File: config.mk
export PLATFORM = sky130hd
export DESIGN_NAME = clk_ctrl
export DESIGN_NICKNAME = d
export VERILOG_FILES = /design/src/rtl/clk_ctrl_pkg.sv /design/src/rtl/clk_ctrl_ce_div.sv /design/src/rtl/clk_ctrl.sv
export SDC_FILE = /design/constraint.sdc
export NUM_CORES = 1
export LEC_CHECK = 0
export BUFFER_PORTS_ARGS = -buffer_cell sky130_fd_sc_hd__buf_2
export CORE_MARGIN = 10
export CORE_UTILIZATION = 55
export CTS_BUF_LIST = sky130_fd_sc_hd__clkbuf_16
export DETAILED_ROUTE_END_ITERATION = 10
export PLACE_DENSITY = 0.76
export SETUP_SLACK_MARGIN = 0.5
export SLEW_MARGIN = 20
export SYNTH_ARGS = -nofsm -noshare
export SYNTH_HDL_FRONTEND = slang
export SYNTH_SLANG_ARGS = --single-unit
File: constraint.sdc
create_clock -name clk -period 2.49 [get_ports clk]
set_input_delay 0.498 -clock clk [delete_from_list [all_inputs] [get_ports clk]]
set_output_delay 0.498 -clock clk [all_outputs]
set_load 0.01 [all_outputs]
File: src/rtl/clk_ctrl_pkg.sv
// Shared types for the clock/reset controller: FSM state encoding and the
// channel-index width used by the divisor write port.
package clk_ctrl_pkg;

   localparam int unsigned CH_W = 3;

   typedef enum logic [1:0] {
      WAIT_LOCK = 2'd0,
      FILTER    = 2'd1,
      HOLD      = 2'd2,
      RUN       = 2'd3
   } state_t;

endpackage

File: src/rtl/clk_ctrl_ce_div.sv
// Per-channel clock-enable divider.
// Ports: clk, resetn (async, active low), run (counting allowed),
//        load_we/load_div (divisor register write), ce (one-cycle pulse).
// Period is div+1 cycles; a new divisor is picked up only at the next reload.
module ce_div #(
   parameter int unsigned DIVW     = 16,
   parameter int unsigned DIV_INIT = 0
) (
   input  logic            clk,
   input  logic            resetn,
   input  logic            run,
   input  logic            load_we,
   input  logic [DIVW-1:0] load_div,
   output logic            ce
);

   logic [DIVW-1:0] div_q;
   logic [DIVW-1:0] cnt_q;

   // Divisor register: written at any time, even outside RUN
   always_ff @(posedge clk or negedge resetn) begin
      if (!resetn)      div_q <= DIVW'(DIV_INIT);
      else if (load_we) div_q <= load_div;
   end

   // Down-counter; held at 0 outside RUN so all channels pulse on RUN entry
   always_ff @(posedge clk or negedge resetn) begin
      if (!resetn) begin
         cnt_q <= '0;
         ce    <= 1'b0;
      end else if (!run) begin
         cnt_q <= '0;
         ce    <= 1'b0;
      end else if (cnt_q == '0) begin
         cnt_q <= div_q;
         ce    <= 1'b1;
      end else begin
         cnt_q <= cnt_q - DIVW'(1);
         ce    <= 1'b0;
      end
   end

endmodule

File: src/rtl/clk_ctrl.sv
// Clock/reset controller: filters PLL lock, sequences the downstream reset
// and generates NCH divided clock-enable pulses while running.
// Ports: clk, resetn (async, active low), pll_locked (async raw lock),
//        cfg_we/cfg_ch/cfg_div (divisor writes), lock_lost_clr,
//        sys_resetn, ce[NCH], lock_ok, lock_lost.
module clk_ctrl
   import clk_ctrl_pkg::*;
#(
   parameter int unsigned NCH       = 4,
   parameter int unsigned DIVW      = 16,
   parameter int unsigned DIV_INIT  = 0,
   parameter int unsigned LOCK_FILT = 1024,
   parameter int unsigned RST_HOLD  = 16
) (
   input  logic            clk,
   input  logic            resetn,
   input  logic            pll_locked,
   input  logic            cfg_we,
   input  logic [CH_W-1:0] cfg_ch,
   input  logic [DIVW-1:0] cfg_div,
   input  logic            lock_lost_clr,
   output logic            sys_resetn,
   output logic [NCH-1:0]  ce,
   output logic            lock_ok,
   output logic            lock_lost
);

   localparam int unsigned MAX_CNT = (LOCK_FILT > RST_HOLD) ? LOCK_FILT : RST_HOLD;
   localparam int unsigned CNT_W   = $clog2(MAX_CNT) + 1;

   logic             sync1;
   logic             lk;
   state_t           state;
   state_t           state_n;
   logic [CNT_W-1:0] cnt;
   logic [CNT_W-1:0] cnt_n;
   logic             run_c;

   // Two-flop lock synchroniser
   always_ff @(posedge clk or negedge resetn) begin
      if (!resetn) begin
         sync1 <= 1'b0;
         lk    <= 1'b0;
      end else begin
         sync1 <= pll_locked;
         lk    <= sync1;
      end
   end

   // FSM state and shared filter/hold counter
   always_ff @(posedge clk or negedge resetn) begin
      if (!resetn) begin
         state <= WAIT_LOCK;
         cnt   <= '0;
      end else begin
         state <= state_n;
         cnt   <= cnt_n;
      end
   end

   // Next-state: any loss of lock aborts the sequence from every state
   always_comb begin
      state_n = state;
      cnt_n   = cnt;
      if (!lk) begin
         state_n = WAIT_LOCK;
         cnt_n   = '0;
      end else begin
         case (state)
            WAIT_LOCK: begin
               state_n = FILTER;
               cnt_n   = '0;
            end
            FILTER: begin
               if (cnt == CNT_W'(LOCK_FILT - 1)) begin
                  state_n = HOLD;
                  cnt_n   = '0;
               end else begin
                  cnt_n = cnt + CNT_W'(1);
               end
            end
            HOLD: begin
               if (cnt == CNT_W'(RST_HOLD - 1)) begin
                  state_n = RUN;
                  cnt_n   = '0;
               end else begin
                  cnt_n = cnt + CNT_W'(1);
               end
            end
            RUN:     cnt_n = '0;
            default: begin
               state_n = WAIT_LOCK;
               cnt_n   = '0;
            end
         endcase
      end
   end

   // Gated by lk so reset and enables drop on the same edge that leaves RUN
   assign run_c = (state == RUN) && lk;

   // Registered status outputs
   always_ff @(posedge clk or negedge resetn) begin
      if (!resetn) begin
         sys_resetn <= 1'b0;
         lock_ok    <= 1'b0;
         lock_lost  <= 1'b0;
      end else begin
         sys_resetn <= run_c;
         lock_ok    <= (state == RUN);
         if (lock_lost_clr)              lock_lost <= 1'b0;
         else if ((state == RUN) && !lk) lock_lost <= 1'b1;
      end
   end

   // One divider per channel; out-of-range channel indices match nothing
   for (genvar i = 0; i < NCH; i++) begin : g_ch
      ce_div #(
         .DIVW     (DIVW),
         .DIV_INIT (DIV_INIT)
      ) u_div (
         .clk      (clk),
         .resetn   (resetn),
         .run      (run_c),
         .load_we  (cfg_we && (cfg_ch == CH_W'(i))),
         .load_div (cfg_div),
         .ce       (ce[i])
      );
   end

endmodule
==> results of run 1 <==
==> layout by cell type, fill, tap and decap left out, types with 3 or more instances in the layout <==
cell type / n
dfrtp_1: 150
or2_2: 5
inv_1: 17
a31oi_1: 5
nor4_1: 5
nor4_4: 5
a211oi_1: 19
nand3_1: 15
a211oi_2: 6
buf_2: 29
buf_4: 20
or3_1: 6
o31ai_1: 17
ha_1: 13
and3_1: 4
nor3_1: 28
clkinvlp_4: 3
nand4_1: 9
inv_6: 5
a21oi_1: 34
or4_4: 4
o211ai_1: 3
o22ai_1: 3
clkbuf_16: 17
mux2_2: 64
o21ai_0: 23
xnor2_1: 30
o211a_1: 4
nor2b_1: 3
nor3b_1: 4
xor2_1: 13
or4_1: 3
nor4_2: 8
nand2_1: 16
nor2_1: 54
==> report_power, final <==
group / total [uW] / internal, uW / switching [uW]
sequential: 2990 / 2760 / 234
clock: 2570 / 1500 / 1080
combinational: 2460 / 1020 / 1450
==> cell families (layout without fill, tap and decap cells) <==
| family | Yosys count | after routing | synth area share |
|---|---|---|---|
| AO/OA/AOI/OAI | 129 | 129 | 0.119 |
| flip-flops | 150 | 150 | 0.514 |
| adder cells (fa/ha/maj) | 13 | 13 | 0.0223 |
| XOR/XNOR | 43 | 43 | 0.0515 |
| AND/OR/NAND/NOR | 192 | 193 | 0.161 |
| multiplexers | 65 | 65 | 0.100 |
| buffers and inverters | 53 | 99 | 0.0325 |
==> worst reg2reg max path, cell delays in order, from the launching register on <==
cell and delay, ns:
dfrtp_1 0.47, or4_1 0.75, or4_1 0.49, a31oi_1 0.17
==> stage by stage <==
stage          area, sq um  instances  hold slack (ns)
2_1_floorplan         7310        645            0.202
3_3_place_gp          7690        833            0.335
3_5_place_dp          7690        833            0.339
4_1_cts               8310        864           0.0637
5_1_grt               8370        868           0.0760
6_report              8370        868           0.0401
==> layer usage <==
layer | vias to the layer above | global-route usage | routed length, microns
met1 | 2587 | 0.230 | 6950
met2 | 143 | 0.287 | 7920
met3 | 30 | 0.0427 | 857
met4 | 0 | 0.0766 | 394
li1 | 2435 | - | -
met5 | - | 0 | 0
==> state kept, by name, indices dropped and copies added (netlist names), 2 cells and up <==
| register | count |
|---|---|
| cnt | 11 |
| g_ch.u_div.ce | 4 |
| g_ch.u_div.cnt_q | 64 |
| g_ch.u_div.div_q | 64 |
| state | 2 |
==> path summary, 6_finish.rpt <==
path                                             start                      end  slack, ns  cells past startpoint
worst max-delay path            g_ch[3].u_div.cnt_q[3]  g_ch[3].u_div.cnt_q[15]       0.53                      3
worst min-delay path                            resetn   g_ch[2].u_div.div_q[0]       0.04                      1
worst max register to register  g_ch[3].u_div.cnt_q[3]  g_ch[3].u_div.cnt_q[15]       0.53                      3
worst min register to register                   sync1                       lk       0.35                      0
max in group asynchronous                       resetn   g_ch[1].u_div.cnt_q[7]       1.78                      2
min in group clk                            pll_locked                    sync1       0.17                      1
==> final cells by class <==
class / count / area, sq um
clock buffer: 17 / 425
fill: 1031 / 4770
multi-input combinational: 443 / 3420
sequential: 150 / 3750
inverter: 17 / 63.8
clock inverter: 14 / 163
timing repair buffer: 51 / 327
tap: 176 / 220
==> repair_timing <==
item                       CTS  global route
buffers inserted             0             3
gates cloned                 0             1
pin swaps                    0             3
setup endpoints to repair   14            52
gates resized for setup      5             8
==> results.toml, run 1 <==
[status]
run_status = "finished clean"

[die]
die_w_microns = 135
initial_standard_cell_utilization_of_the_core = 0.556
design.portCount = 31
placement_rows = 42
die_height_microns = 135
core-area_sq_um = 13100
die_area_sq_um = 18300

[global_routing]
globalRouteTotalUtil = 0.180
grt_pass1_wl_microns = 26200
grt_antenna_before_repair = 0
first_global_vias = 5266
grt_start_max_net_pins = 64
overflow = 0

[cts]
tritoncts_clock_tree = "built"
worst_skew_pair.late_latency_ns = 0.43
cts_root_buffer = "clkbuf_16"
numCtsBuffers = 17
cts.reportedPaths.clkPinSlew_ns = 0.07
cts.sinks = 150
htree_levels = 4
cts.path.max_buffers = 2
cts_hold_repair_buffers = 0

[pwr]
p_leak_uw = 0.00392
tot_pwr_uw = 8030
power_per_cell_area_nw_per_um2 = 959
ir_drop_mv = 0.524

[worst_setup_path]
critical-path-top-delay-family = "simple AND/OR/NAND/NOR gates"
worst_path_most_repeated_cell = "or4_1"
timing.critical_path.required_ns = 2.84
critPathBufInv = 0
slowest_stage = "or4_1"
cp-end-kind = "flip-flop"
timing.critical_path.arrival_ns = 2.31
worstPathCellList = "or4_1 -> or4_1 -> a31oi_1"
start_kind = "flip-flop"
timing.critical_path.slowest_cell_delay_ns = 0.75
critical_path_class = "reg2reg"
crit_fanout = 8

[yosys]
yosysTopAreaCell = "dfrtp_1"
avgSynthCellArea_sq_um = 11.3
synth_sequential_area_ratio = 0.514
ys_top_cells_by_count = "150 x dfrtp_1, 64 x mux2_2, 55 x nor2_1"
synthesis.instances = 645
yosysTopAreaCellShare = 0.514
synthFlopType = "dfrtp_1"
synth_area_sq_um = 7310
ys_async_sr_fraction = 1.00
number_of_flops_mapped_to_enable_cells_by_yosys = 0
synth_cell_type_count = 64
syn-num-nets = 682
synthesis.yosys.warnings = 0
ys_seq_elements = 150
dominant_cell_by_count_in_the_synthesized_netlist = "dfrtp_1"
post_synth_main_area_contributors = "dfrtp_1 51%, mux2_2 9.9%, xnor2_1 3.6%, nor2_1 2.8%, a21oi_1 2.3%"

[sta]
timing.clock.skew_ns = 0.0106
period_minus_slack_ns = 1.96
final.setup.worst_slack_ns = 0.534
fin_crit_sh = 0.785
timing.max_slew.rel_slack = 0.614
setup_viol_count_final = 0
achievable-frequency_mhz = 511
worst-slew-pin-transition_ns = 0.578
rsz_0062_raised_after_global_routing = "false"
final_max_slew_viol_count = 0
finalSetupTns_ns = 0
finalHoldViolCount = 0

[detailed_routing]
totalWireLength_microns = 16100
route.detailed.wl_per_inst_microns = 18.6
drtIter0Drc = 312
detailroute.via_count = 5195
drtPass1Iterations = 5
drc = 0
final_antenna_net_count = 0
route.detailed.vias_per_inst = 5.99

[finish]
finalCoreUtilization = 0.637
antennaDiodeCount = 0
areaGrowthSynthToFinish_pct = 14.6
drive_gt1_frac = 0.279
nNetsFinal = 717

[place]
port_buffers = 30
place_hpwl_microns = 10600
dpl_worst_slack_ns = 0.280
place.gp.congestion = 0.840

[job]
max_cap_viol_count = 0

[min_path]
worstHoldPathType = "in2async"
(Power assumes the default switching activity.)
==> inputs of run 2 (changes only) <==
ABC_AREA = 1   (was not set)
clock period = 2 ns   (was 2.49 ns; I/O delays follow)
==> run 2 against run 1 <==
Effect of this change: final cell count rose by 37%; clock skew fell by 0.0049 ns; combinational power rose by 67%; clock power rose by 14%; critical endpoint is now g_ch[0].u_div.cnt_q[3].
==> results.toml, run 2 <==
[status]
run_status = "finished clean"

[sta]
period_minus_slack_ns = 1.56
timing.max_slew.rel_slack = 0.668
finalHoldViolCount = 0
achievable-frequency_mhz = 641
fin_crit_sh = 0.780
setup_viol_count_final = 0
final_max_slew_viol_count = 0
timing.clock.skew_ns = 0.00565
finalSetupTns_ns = 0
worst-slew-pin-transition_ns = 0.497
rsz_0062_raised_after_global_routing = "true"

[place]
place.gp.congestion = 0.909
post_placement_cell_count = 1131
place_hpwl_microns = 12000
port_buffers = 30

[yosys]
yosys.area_share.simple = 0.274
synthFlopType = "dfrtp_1"
yosysTopAreaCellShare = 0.502
yosysTopAreaCell = "dfrtp_1"
synth_area_sq_um = 7480
synthMuxAreaShare = 0
dominant_cell_by_count_in_the_synthesized_netlist = "nand2_1"
post_synth_main_area_contributors = "dfrtp_1 50%, nand2_1 12%, o21ai_0 7.5%, nor2_1 7.2%, inv_1 5.1%"
synth-xor-area-share = 0.0374
synth_sequential_area_ratio = 0.502
number_of_flops_mapped_to_enable_cells_by_yosys = 0
ys_async_sr_fraction = 1.00
synth_top_family_by_area = "simple AND/OR/NAND/NOR gates"
syn-num-nets = 972
ys_seq_elements = 150
synth_cell_type_count = 34
avgSynthCellArea_sq_um = 8.01
synthesis.instances = 935
post_synth_adder_cell_area = 0.0217
ys_top_cells_by_count = "238 x nand2_1, 150 x dfrtp_1, 144 x nor2_1"
synthesis.yosys.warnings = 0
synth_compound_gate_area_share = 0.0966

[global_routing]
globalRouteTotalUtil = 0.195
overflow = 0
top_usage_layer = "met2"
grt.met2_usage = 0.303
grt_start_max_net_pins = 51
first_global_vias = 5936
grt_antenna_before_repair = 0
grt_pass1_wl_microns = 28900
grtUsageMet1 = 0.261
globalRouteMet3Util = 0.0524

[pwr]
ir_drop_mv = 0.708
power_per_cell_area_nw_per_um2 = 1180
p_leak_uw = 0.00480

[min_path]
worstHoldPathType = "in2reg"
timing.hold.worst_path_depth = 1

[die]
design.portCount = 31
die_height_microns = 137
initial_standard_cell_utilization_of_the_core = 0.563
die_w_microns = 137
core-area_sq_um = 13300
placement_rows = 42
die_area_sq_um = 18700

[worst_setup_path]
timing.critical_path.arrival_ns = 1.87
critical_path.endpoint = "g_ch[0].u_div.cnt_q[3]"
critical_path_class = "reg2reg"
ff2ff_path_depth = 9
r2r-end = "g_ch[0].u_div.cnt_q[3]"
start_kind = "flip-flop"
crit_fanout = 8
timing.critical_path.required_ns = 2.31
crit-reg2reg-launch = "g_ch[0].u_div.cnt_q[6]"
crit_start = "g_ch[0].u_div.cnt_q[6]"
cp-end-kind = "flip-flop"
worst-r2r-setup-slack_ns = 0.44

[finish]
antennaDiodeCount = 0
nNetsFinal = 1040
leading_registers_by_flop_count = "g_ch.u_div.cnt_q x64, g_ch.u_div.div_q x64, cnt x11"
area_of_combinational_cells_with_multiple_inputs_sq_um = 3640
sequential_cell_area_sq_um = 3750
areaGrowthSynthToFinish_pct = 21.5
nFillCells = 995
final_common_cell = "nand2_1"
final-instance-count-excl-fill = 1192
drive_gt1_frac = 0.198
layout_common_cells = "226 x nand2_1, 149 x dfrtp_1, 123 x nor2_1, 98 x o21ai_0, 89 x inv_1"

[detailed_routing]
route.detailed.wl_per_inst_microns = 15.5
drc = 0
detailroute.via_count = 6367
final_antenna_net_count = 0
drtPass1Iterations = 6
totalWireLength_microns = 18500
drtIter0Drc = 638
route.detailed.vias_per_inst = 5.34

[cts]
worst_skew_pair.late_latency_ns = 0.42
cts.path.max_buffers = 2
cts.sinks = 150
cts_root_buffer = "clkbuf_16"
htree_levels = 4
tritoncts_clock_tree = "built"
numCtsBuffers = 17
cts.reportedPaths.clkPinSlew_ns = 0.06

[job]
max_cap_viol_count = 0
-- run 2: worst min path at each step --
| stage | endpoint | startpoint |
|---|---|---|
| global route | sync1 | pll_locked |
| floorplan | cnt[0] | resetn |
| detailed placement | lk | sync1 |
| CTS | sync1 | pll_locked |
| global placement | lk | sync1 |
| finish | sync1 | pll_locked |
-- run 2: logic make-up (layout without fill, tap and decap cells) --
group / count (synthesis) / in the layout
flip-flops: 150 / 150
buffers and inverters: 124 / 203
AO/OA/AOI/OAI: 138 / 138
XOR/XNOR: 32 / 32
adder cells (fa/ha/maj): 13 / 13
AND/OR/NAND/NOR: 478 / 480
-- run 2: final cells by class --
cell class                 instances  area share
clock buffer                      17      0.0468
clock inverter                    15      0.0127
inverter                         103      0.0447
multi-input combinational        663       0.401
sequential                       150       0.413
tap                              176      0.0242
timing repair buffer              68      0.0579
-- run 2: critical path: stages (launching register included) --
cell	delay [ns]
dfrtp_1	0.41
nor2_1	0.17
nand2_2	0.12
nor2_4	0.16
nand3_4	0.15
buf_12	0.17
nand2_8	0.10
inv_6	0.05
o21ai_2	0.05
nand2_1	0.06
-- run 2: per-layer routing --
layer	routed length, microns	up-vias
met5	0	-
met1	8460	3037
met3	1080	28
met4	299	0
li1	-	3090
met2	8660	212
-- run 2: stage by stage --
step	power, uW	worst slack [ns]	hold WS (ns)	utilization	instance area, sq um
6_report	10700	0.440	0.0865	0.684	9090
5_1_grt	11400	0.347	0.0701	0.684	9090
4_1_cts	10300	0.462	0.0741	0.652	8660
3_5_place_dp	6860	0.281	0.344	0.591	7860
3_3_place_gp	6810	0.331	0.341	0.591	7860
2_1_floorplan	6140	0.632	0.104	-	7480
-- run 2: power breakdown --
group / internal, uW / switching, uW / leakage (uW)
Clock: 1690 / 1240 / 0.000266
Sequential: 3420 / 284 / 0.00199
Combinational: 1590 / 2520 / 0.00254
Total: 6700 / 4050 / 0.00480
-- run 2: what timing repair did --
action / CTS / global route
endpoints found under the hold margin: 45 / 0
setup endpoints to repair: 71 / 76
hold buffers: 1 / 0
setup buffers: 13 / 12
cloned: 3 / 0
pin swaps: 14 / 33
gates resized for setup: 35 / 97
==> inputs of run 3 (changes only) <==
clock period = 1.5 ns   (was 2 ns; I/O delays follow)
==> run 3 against run 2 <==
Effect of this change: the flow now finishes with violations (setup timing); utilization grew 7.2 points; clock-buffer cell count is the same; highest routed layer unchanged; critical endpoint is now g_ch[3].u_div.cnt_q[15]; sequential share of layout area shrank 3.9 points; worst hold slack lost 0.046 ns; first-iteration DRC count shrank 2.7%; design area grew 10%; power grew 47%; register-to-register slack lost 0.48 ns; final cell count grew 2.9%; global-route usage grew 1.6 points.
==> results.toml, run 3 (synthesized netlist as in run 2, its figures left out) <==
[finish]
final-instance-count-excl-fill = 1226
areaGrowthSynthToFinish_pct = 34.2
final_cell_area_sq_um = 10000
layout_common_cells = "190 x nand2_1, 147 x dfrtp_1, 88 x nor2_1, 79 x inv_1, 57 x o21ai_0"
finalCoreUtilization = 0.755
final_common_cell = "nand2_1"
nNetsFinal = 1074
antennaDiodeCount = 0
leading_registers_by_flop_count = "g_ch.u_div.cnt_q x64, g_ch.u_div.div_q x64, cnt x11"
drive_gt1_frac = 0.330

[detailed_routing]
drtPass1Iterations = 5
met1Wirelength_microns = 8580
detailroute.via_count = 6813
dr_wl_met2_microns = 10700
totalWireLength_microns = 21100
met3_length_microns = 1240
final_antenna_net_count = 0
drtIter0Drc = 621
route.detailed.wl_per_inst_microns = 17.2
drc = 0
route.detailed.vias_per_inst = 5.56
highest-signal-layer = "met4"

[cts]
cts.path.max_buffers = 2
htree_levels = 4
numCtsBuffers = 17
cts.reportedPaths.clkPinSlew_ns = 0.07
tritoncts_clock_tree = "built"
cts_root_buffer = "clkbuf_16"
cts.sinks = 150
worst_skew_pair.late_latency_ns = 0.43

[global_routing]
first_global_vias = 6461
overflow = 0
grt_pass1_wl_microns = 31000
grt_start_max_net_pins = 42
globalRouteTotalUtil = 0.211
grt_antenna_before_repair = 0

[sta]
achievable-frequency_mhz = 651
setup_viol_count_final = 3
final_max_slew_viol_count = 0
period_minus_slack_ns = 1.54
hold_ws_ns = 0.0406
final.setup.worst_slack_ns = -0.0351
worst-slew-pin-transition_ns = 0.345
timing.clock.skew_ns = 0.0110
timing.max_slew.rel_slack = 0.769
finalHoldViolCount = 0
fin_crit_sh = 1.02
rsz_0062_raised_after_global_routing = "true"

[place]
dpl_cell_area_sq_um = 8260
place_hpwl_microns = 12200
place.gp.congestion = 0.908
port_buffers = 30
post_placement_cell_count = 1142

[pwr]
p_seq_frac = 0.315
power_switching_share = 0.399
netSwitchingPower_uw = 6310
p_leak_uw = 0.00518
power_per_cell_area_nw_per_um2 = 1580
clock_power_share = 0.262
combPwrFrac = 0.423
tot_pwr_uw = 15800
ir_drop_mv = 0.888
internal-power_uw = 9510

[die]
core-area_sq_um = 13300
die_w_microns = 137
design.portCount = 31
die_area_sq_um = 18700
initial_standard_cell_utilization_of_the_core = 0.563
die_height_microns = 137
placement_rows = 42

[status]
violations = "setup timing"
run_status = "complete, but fails checks"

[job]
max_cap_viol_count = 0

[worst_setup_path]
crit_fanout = 8
timing.critical_path.required_ns = 1.81
cp-end-kind = "flip-flop"
timing.critical_path.arrival_ns = 1.85
critical_path_class = "reg2reg"
start_kind = "flip-flop"

[min_path]
worstHoldPathType = "in2reg"
==> run 3: cell types whose count changed in the layout (fill, tap and decap cells not counted), sizes merged <==
cell | previous run | this run
clkinv | 11 | 9
buf | 67 | 96
inv | 104 | 102
bufinv | 1 | 2
nor2 | 163 | 164
nand3 | 58 | 59
dlygate4sd3 | 1 | 2
clkinvlp | 2 | 7
==> run 3: layout make-up <==
cell class / instances / area [sq um]
well taps: 176 / 220
flip-flops and latches: 150 / 3760
repair buffers: 98 / 815
inverters: 103 / 428
fillers: 876 / 3250
multi-input cells: 665 / 4230
clock buffers: 17 / 425
repair inverters: 2 / 32.5
clock inverters: 15 / 139
==> run 3: timing repair <==
| item | in CTS | in global routing |
|---|---|---|
| pin swaps | 41 | 65 |
| endpoints found under the hold margin | 29 | 0 |
| gates resized for setup | 81 | 146 |
| hold buffers | 2 | 0 |
| setup buffers | 27 | 17 |
| gates cloned | 5 | 1 |
| endpoints found under the setup margin | 90 | 90 |
==> run 3: worst paths after layout <==
kind                                                end  cells after the start              startpoint  slack, ns
worst max-delay path            g_ch[3].u_div.cnt_q[15]                      6  g_ch[3].u_div.cnt_q[5]      -0.04
min in group asynchronous        g_ch[1].u_div.div_q[2]                      2                  resetn       0.33
max in group asynchronous                            lk                      3                  resetn       0.64
worst max register to register  g_ch[3].u_div.cnt_q[15]                      6  g_ch[3].u_div.cnt_q[5]      -0.04
worst min register to register                       lk                      0                   sync1       0.35
worst min-delay path                          lock_lost                      2           lock_lost_clr       0.04
==> run 3: layer usage <==
layer  track usage  vias to the layer above
met5             0                        -
met2         0.349                      268
li1              -                     3171
met4        0.0888                        0
met3        0.0513                       66
met1         0.259                     3308
==> run 3: per-stage QoR <==
stage,worst slack (ns),TNS [ns]
2_1_floorplan,0.174,0
5_1_grt,-0.0892,-1.26
4_1_cts,0.0517,0
3_3_place_gp,0.0487,0
6_report,-0.0351,-0.0411
3_5_place_dp,-0.0187,-0.0739
==> run 3: power by group through the flow <==
stage / Clock (uW) / Combinational [uW] / Sequential (uW)
after floorplan: 0 / 3660 / 4900
after global placement: 0 / 4570 / 4970
after detailed placement: 0 / 4670 / 4970
after CTS: 4150 / 5490 / 4920
after global routing: 4340 / 7240 / 5040
final: 4150 / 6700 / 4980
==> run 3: worst max-delay path: stages (launching register included) <==
cell	delay, ns
dfrtp_1	0.42
nor2_2	0.20
nand2_1	0.16
nor2_2	0.17
nand3_4	0.18
o21ai_2	0.21
nor2_1	0.08
